===== src/rtl/spi_sched_pkg.sv =====
// Shared types and constants for the SPI transaction scheduler.
// Holds the FSM state encoding, requester count and the byte-length clamp helper.
package spi_sched_pkg;

  localparam int MAX_BYTES = 4;
  localparam int NREQ      = 2;

  typedef enum logic [2:0] {
    ST_IDLE,
    ST_SETUP,
    ST_START,
    ST_WAIT,
    ST_HOLD,
    ST_GAP
  } state_t;

  // Requested lengths above MAX_BYTES are clamped rather than rejected.
  function automatic logic [2:0] eff_len(input logic [2:0] len);
    return (len > 3'(MAX_BYTES)) ? 3'(MAX_BYTES) : len;
  endfunction

endpackage


===== src/rtl/rr_arbiter2.sv =====
// Two-way round-robin arbiter: on a tie the requester not granted last wins.
// The pointer only moves when the caller reports that the grant was accepted.
module rr_arbiter2 (
  input  logic       clk,
  input  logic       rst,
  input  logic [1:0] req,
  input  logic       accept,
  output logic [1:0] grant
);

  logic last;

  always_ff @(posedge clk) begin
    if (rst) begin
      last <= 1'b1;
    end else if (accept) begin
      last <= grant[1];
    end
  end

  always_comb begin
    grant = req;
    if (req == 2'b11) begin
      grant = last ? 2'b01 : 2'b10;
    end
  end

endmodule


===== src/rtl/spi_scheduler.sv =====
// Schedules multi-byte SPI transactions from two requesters onto a single
// byte engine, framing each with chip-select setup, hold and idle gap.
module spi_scheduler
  import spi_sched_pkg::*;
#(
  parameter int CS_SETUP = 4,
  parameter int CS_HOLD  = 4,
  parameter int GAP      = 8
) (
  input  logic                       CLOCK_50,
  input  logic                       RESET,
  input  logic [NREQ-1:0]            req,
  input  logic [NREQ-1:0][2:0]       req_len,
  input  logic [NREQ-1:0][31:0]      req_wdata,
  output logic [NREQ-1:0]            gnt,
  output logic [NREQ-1:0]            done,
  output logic [31:0]                rdata,
  output logic                       busy,
  output logic                       eng_start,
  output logic [7:0]                 eng_tx,
  input  logic                       eng_done,
  input  logic [7:0]                 eng_rx,
  output logic                       SS_N
);

  localparam int CNT_W = 16;

  state_t           state, state_nxt;
  logic [CNT_W-1:0] cnt, cnt_nxt;
  logic [1:0]       idx, idx_nxt;
  logic [1:0]       arb_gnt;
  logic             sel;
  logic [2:0]       len_sel;
  logic             accept;
  logic             shift_en;
  logic             fin;
  logic             owner;
  logic             zero_pend;
  logic [31:0]      wdata_q;
  logic [31:0]      rx_shift;

  rr_arbiter2 u_arb (
    .clk    (CLOCK_50),
    .rst    (RESET),
    .req    (req),
    .accept (accept),
    .grant  (arb_gnt)
  );

  assign sel     = arb_gnt[1];
  assign len_sel = req_len[sel];

  // A zero-length grant completes from IDLE without touching SS_N or the engine.
  assign busy = (state != ST_IDLE) || zero_pend;
  assign SS_N = !((state == ST_SETUP) || (state == ST_START) ||
                  (state == ST_WAIT)  || (state == ST_HOLD));

  always_comb begin
    state_nxt = state;
    cnt_nxt   = cnt;
    idx_nxt   = idx;
    accept    = 1'b0;
    shift_en  = 1'b0;
    fin       = 1'b0;
    eng_start = 1'b0;
    eng_tx    = 8'h00;
    case (state)
      ST_IDLE: begin
        if (!zero_pend && (|req)) begin
          accept = 1'b1;
          if (len_sel != 3'd0) begin
            state_nxt = ST_SETUP;
            cnt_nxt   = CNT_W'(CS_SETUP - 1);
            idx_nxt   = 2'(eff_len(len_sel) - 3'd1);
          end
        end
      end
      ST_SETUP: begin
        if (cnt == '0) state_nxt = ST_START;
        else           cnt_nxt   = cnt - 1'b1;
      end
      ST_START: begin
        eng_start = 1'b1;
        eng_tx    = wdata_q[{idx, 3'b000} +: 8];
        state_nxt = ST_WAIT;
      end
      ST_WAIT: begin
        if (eng_done) begin
          shift_en = 1'b1;
          if (idx == 2'd0) begin
            state_nxt = ST_HOLD;
            cnt_nxt   = CNT_W'(CS_HOLD - 1);
          end else begin
            idx_nxt   = idx - 1'b1;
            state_nxt = ST_START;
          end
        end
      end
      ST_HOLD: begin
        if (cnt == '0) begin
          fin       = 1'b1;
          state_nxt = ST_GAP;
          cnt_nxt   = CNT_W'(GAP - 1);
        end else begin
          cnt_nxt = cnt - 1'b1;
        end
      end
      ST_GAP: begin
        if (cnt == '0) state_nxt = ST_IDLE;
        else           cnt_nxt   = cnt - 1'b1;
      end
      default: state_nxt = ST_IDLE;
    endcase
  end

  always_ff @(posedge CLOCK_50) begin
    if (RESET) begin
      state     <= ST_IDLE;
      cnt       <= '0;
      idx       <= '0;
      zero_pend <= 1'b0;
      owner     <= 1'b0;
      gnt       <= '0;
      done      <= '0;
      rdata     <= '0;
    end else begin
      state     <= state_nxt;
      cnt       <= cnt_nxt;
      idx       <= idx_nxt;
      gnt       <= accept ? arb_gnt : 2'b00;
      zero_pend <= accept && (len_sel == 3'd0);
      done      <= 2'b00;
      if (accept) begin
        owner <= sel;
      end
      if (zero_pend) begin
        done  <= owner ? 2'b10 : 2'b01;
        rdata <= '0;
      end else if (fin) begin
        done  <= owner ? 2'b10 : 2'b01;
        rdata <= rx_shift;
      end
    end
  end

  // Received bytes enter at the bottom, so the first byte ends highest.
  always_ff @(posedge CLOCK_50) begin
    if (accept) begin
      wdata_q  <= req_wdata[sel];
      rx_shift <= '0;
    end else if (shift_en) begin
      rx_shift <= {rx_shift[23:0], eng_rx};
    end
  end

endmodule


===== config.mk =====
export PLATFORM = sky130hd
export DESIGN_NAME = spi_scheduler
export DESIGN_NICKNAME = d
export VERILOG_FILES = /design/src/rtl/spi_sched_pkg.sv /design/src/rtl/rr_arbiter2.sv /design/src/rtl/spi_scheduler.sv
export SDC_FILE = /design/constraint.sdc
export NUM_CORES = 1
export LEC_CHECK = 0
export ABC_AREA = 1
export ABC_CLOCK_PERIOD_IN_PS = 4300
export BUFFER_PORTS_ARGS = -buffer_cell sky130_fd_sc_hd__buf_2
export CORE_UTILIZATION = 50
export DETAILED_ROUTE_END_ITERATION = 8
export PLACE_DENSITY = 0.79
export RECOVER_POWER = 50
export SYNTH_ARGS = -nofsm -noshare
export SYNTH_HDL_FRONTEND = slang
export SYNTH_SLANG_ARGS = --single-unit

===== constraint.sdc =====
create_clock -name CLOCK_50 -period 4.3 [get_ports CLOCK_50]
set_clock_uncertainty 0.1 [all_clocks]
set_input_delay 0.86 -clock CLOCK_50 [delete_from_list [all_inputs] [get_ports CLOCK_50]]
set_output_delay 0.86 -clock CLOCK_50 [all_outputs]
set_load 0.05 [all_outputs]

; ---- After elaboration in Yosys (flattened, before gate mapping)
; Index checks and enable logic that the tools add are counted.
[totals]
reg_bits = 124
wordCells = 94
output_inout_bits = 47
inputBits = 83
[classes]
mux = 38
bitwise_logic = 1
eq_ne = 15
n_reduce_logical = 23
magnitude_cmp = 2
n_shift = 1
n_addsub = 3
[op_table]
columns = op, count
row1 = $mux 16, 6
row2 = $mux 32, 2
row3 = $pmux 16 s4, 1
row4 = $shiftx 32x6->8, 1
row5 = $mux 3, 9
row6 = $mux 2, 10
row7 = $pmux 3 s6, 1
row8 = $logic_not 16->1, 1
row9 = $sub 16x1->16 const B, 1
row10 = $ne 2x2->1 const B, 6
row11 = $reduce_and 6->1, 2
row12 = $mux 8, 1
row13 = $reduce_or 2->1, 4
row14 = $mux 1, 7
row15 = $eq 3x2->1 const B, 2
row16 = $eq 3x3->1 const B, 2
row17 = $logic_not 3->1, 2
row18 = $ne 2x1->1 const B, 3
row19 = $reduce_bool 3->1, 2
row20 = $reduce_and 5->1, 1
row21 = $logic_or 1x1->1, 4
row22 = $pmux 2 s2, 1
row23 = $reduce_bool 4->1, 1
row24 = $sub 2x1->2 const B, 2
row25 = 9 further kinds, 11

; ---- Longest topological paths before layout
[logic_depth]
depth_word = 10
ltp_mapped = 13
mapped_depth_nobuf = 12

; ---- Modules after synthesis
; From an unflattened synthesis, not the netlist that was laid out.
[unflattened]
hier_cells = 775
area_unflattened_um2 = 6060.8
[by_module_without_submodules]
columns = module, seq_area_each_um2, instances, cells_per_inst, area_per_inst_um2
row1 = spi_scheduler, 2782.7, 1, 766, 6002.0
row2 = rr_arbiter2, 20.0, 1, 9, 58.8

; ---- Least setup slack after synthesis
; Ideal clock, no wire load.
[synth_timing]
kind = reg-to-output
start = register state[2]
end = output eng_tx[0]
stages_incl_launch_ff = 4
required_time_ps = 3340
n_path_buf = 0
setup_slack_ps = 742
t_arrival_ps = 2598
cell_sequence = dfxtp_1 -> nor3_1 -> inv_2 -> a21oi_1
[synth_via]
elab_chain_len = 2
[synth_rtl]
columns = element, line
row1 = from (decl), spi_scheduler.sv:28  ; state_t state, state_nxt;
row2 = from (signal assigned), spi_scheduler.sv:127  ; state <= state_nxt;
row3 = $eq 3x2->1, spi_scheduler.sv:67  ; case (state)
row4 = $mux 8, spi_scheduler.sv:67
row5 = to (decl), spi_scheduler.sv:20  ; output logic [7:0] eng_tx,
; No other way between the ends.

; ---- Worst setup path in the final report
[layout_timing]
start = input req[0]
end = register wdata_q[4] (data pin)
[layout_via]
elab_chain_len = 4
[layout_rtl]
columns = element, line
row1 = from (decl), spi_scheduler.sv:12  ; input logic [NREQ-1:0] req,
row2 = $eq 2x2->1, rr_arbiter2.sv:23  ; if (req == 2'b11) begin
row3 = $mux 2, rr_arbiter2.sv:23
row4 = $mux 32 (not written as such) (2 in a row), spi_scheduler.sv:149  ; wdata_q <= req_wdata[sel];
row5 = to (signal assigned), spi_scheduler.sv:149
row6 = to (decl), spi_scheduler.sv:39  ; logic [31:0] wdata_q;
; No other way between the ends. The select of a mux whose other input is x is not followed.
; A chain may end at the register's enable or synchronous reset.

==> results.txt <==
* Status: finished with violations
- The final reports fail on max-capacitance violations, max-slew violations.
- Summed over all nets, the half-perimeter wirelength after detailed placement is 9.77 mm.
- In the synthesized netlist, the number of instances is 766.
- In this run the remaining antenna-violating nets after routing total 0.
- Remaining global-route overflow: 0
* Worst IR drop on VDD: 478 uV
* Worst Setup End Kind: register
* Maximum number of pins on one net before global-route repair: 65
- Total wire length: 14.2 mm
- Share of post-route cells with drive strength above 1: 0.190
* Initial core utilization: 0.521
- Number of nets in the final layout: 970
* Most used standard cell by instance count after synthesis: nand2_1
- Largest fanout on the critical path: 25
- Top cells by area, synth: dfxtp_1 (32%), edfxtp_1 (17%), nand2_1 (12%)
* CP required: 4.35 ns
- After synthesis the cells add up to 5720 um2.
- Die Width: 109 um
* Drt first pass iters: 5
- Yosys warning count: 0
- Number of antenna violations at the first check in global routing: 0
- Filler Cells Inserted: 986
* Number of H-tree levels: 4
- CTS clock-pin slew for the worst setup and hold paths: 0.06 ns
* Final slew viol count: 95
- The number of nets handed over by synthesis was 851.
* Total power per unit cell area: 766 nW/um2
- Std-Cell Core Area: 11000 um2
* Wire length per cell after detailed routing: 13.7 um
- For this block, the via count after detailed routing is 5400.
- Number of primary I/O pins: 130
* DRC marker count from the first detailed-route iteration: 475
- Relative to the synthesized area, the layout overhead comes to 21.0%.
* Termination of the worst setup path: wdata_q[4]$_DFFE_PP_
* Die outline height: 109 um
* Cell type with the largest total area after synthesis: dfxtp_1
* First-pass GRT wire length: 23.4 mm
* Final antenna diode count: 0
- Summed over all cells, the static leakage comes to 3.12 nW.
* Cell variety after synth: 32
- In the global route stage, overall resource usage came out at 0.255.
- The min-delay analysis places its worst path in the category register to register.
- Crit Path Category: primary input to register
* Vias in the first global route: 4914
- Share of the synthesized area in the top cell type: 0.322
* Number of setup violations in the final report: 0
* Worst setup path start: req[0]
- Counting flops and latches in the post-synthesis netlist gives 124.
- Counting every sink on the clock net gives 124.
- The die covers 11900 um2.
- Num rows: 38
- For this run, the leading register cell type out of synthesis is dfxtp_1.
- Timing analysis after detailed placement gives a worst setup slack of 1.46 ns.
* Setup repair after global routing missed its margin: no
- Setup total negative slack on the finished layout was measured at 0 ns.
- Buffers inserted during clock tree synthesis total 17.
- Critical Path Source Type: primary input
- After layout, the worst setup slack is 1.04 ns.
* Maximum clock insertion buffer count: 2
- Setup bufs post-CTS: 0
- After detailed routing, the number of vias per cell comes to 5.20.
- In this run the critical register-to-register path is launched from cnt[0]$_SDFFE_PP0P_.
* Minimum clock period after layout: 3.26 ns
- Most numerous cell types in the synthesized netlist: nand2_1 (190), dfxtp_1 (92), nor2_1 (82)
- Root cell of the clock tree: clkbuf_16
* Post-cts resize count: 0
- Max-slew headroom at the worst pin: -0.165
* Routability-driven placement congestion ratio: 0.880
- Max-cap violations in this run came to 2.
- The worst register-to-register path ends at rdata[10]$_SDFFE_PP0P_.
* Period Utilization, post-route: 0.759
- Count of hold buffers inserted by post-cts repair: 0
* Top achievable clock speed: 307 MHz
- CTS tree: built
- Synthesized area divided by synthesized cell count: 7.47 um2
- For the pin with the worst max-slew slack, the measured transition is 1.74 ns.
- Fin. Hold Viols: 0
* Count of cells along the worst register-to-register path: 9
- Insertion delay to the later sink of the worst-skew pair: 0.41 ns
- Across all register-to-register paths, the minimum setup slack is 1.17 ns.
- Of the synthesized area, sequential elements account for 0.490.
* Worst path arrival time: 3.31 ns
- Total power for the finished layout comes to 5.31 mW.
- IO Port Bufs: 129
- Number of enable-type register cells in the synthesized netlist: 32
- Number of remaining DRC errors: 0
- Fraction of registers with async set/reset: 0
-- area by class of cell --
type,instances,area [um2],area share
Timing Repair Buffer,137,656,0.0946
Clock inverter,13,105,0.0152
Tap cell,140,175,0.0253
Sequential cell,124,2800,0.405
Clock buffer,19,454,0.0656
Inverter,73,279,0.0403
Multi-Input combinational cell,532,2460,0.355
-- worst max-delay path: stages --
cell and delay [ns]:
clkbuf_1 0.11, nand2_1 0.10, nand2_1 0.43, clkbuf_1 0.77, inv_1 0.54, buf_4 0.36
nand2_1 0.08, nand2_1 0.05
-- cell families after synthesis --
family | synth area share
simple gates | 0.248
compound gates | 0.170
flops | 0.490
buf+inv | 0.0800
xor+xnor | 0.00765
fa+ha+maj | 0.00437
-- worst min-delay path by stage --
stage	startpoint	end	slack (ns)	cells after the start
4_1_cts	rx_shift[25]$_SDFFE_PP0P_	rdata[25]$_SDFFE_PP0P_	0.35	2
3_5_place_dp	rx_shift[30]$_SDFFE_PP0P_	rdata[30]$_SDFFE_PP0P_	0.35	2
2_1_floorplan	owner$_SDFFE_PP0P_	done[0]$_SDFF_PP0_	0.30	1
6_report	rx_shift[25]$_SDFFE_PP0P_	rdata[25]$_SDFFE_PP0P_	0.35	2
5_1_grt	rx_shift[30]$_SDFFE_PP0P_	rdata[30]$_SDFFE_PP0P_	0.37	2
3_3_place_gp	rx_shift[25]$_SDFFE_PP0P_	rdata[25]$_SDFFE_PP0P_	0.34	2
-- per-stage QoR --
| stage | area, um2 | util | std cells | hold WS [ns] |
|---|---|---|---|---|
| floorplan | 5720 | - | 766 | 0.298 |
| global placement | 6430 | 0.586 | 1006 | 0.343 |
| detailed placement | 6430 | 0.586 | 1006 | 0.346 |
| CTS | 6990 | 0.636 | 1038 | 0.351 |
| global route | 6930 | 0.631 | 1038 | 0.372 |
| finish | 6930 | 0.631 | 1038 | 0.351 |
-- layout by cell type (no fill, tap or decap), drive strengths merged --
cell,instances
a21oi,85
a31oi,1
and2,1
buf,99
clkbuf,57
clkinv,8
clkinvlp,1
dfxtp,92
edfxtp,32
ha,2
inv,77
nand2,203
nand3,32
nand3b,1
nand4,6
nor2,91
nor3,5
o211ai,1
o21ai,97
o21bai,1
o22ai,1
xnor2,1
xor2,4
-- sequential cells by signal, summed over array words and instances (netlist names) --
signal,flops
zero_pend,1
u_arb.last,1
state,3
owner,1
done,2
wdata_q,32
gnt,2
cnt,16
rx_shift,32
idx,2
rdata,32
-- where the power goes --
| part | total (mW) | switching (mW) | leakage, nW | internal (mW) |
|---|---|---|---|---|
| clock | 1.34 | 0.553 | 0.276 | 0.784 |
| combinational | 2.23 | 1.61 | 1.79 | 0.616 |
| sequential | 1.74 | 0.192 | 1.06 | 1.55 |
-- per-layer routing --
layer | track usage | up-vias | share of wire
met1 | 0.340 | 2466 | 0.44
met4 | 0.104 | 0 | 0.024
met3 | 0.0484 | 26 | 0.065
met2 | 0.405 | 171 | 0.47
li1 | - | 2737 | -
met5 | 0 | - | 0
(Power assumes the default switching activity.)
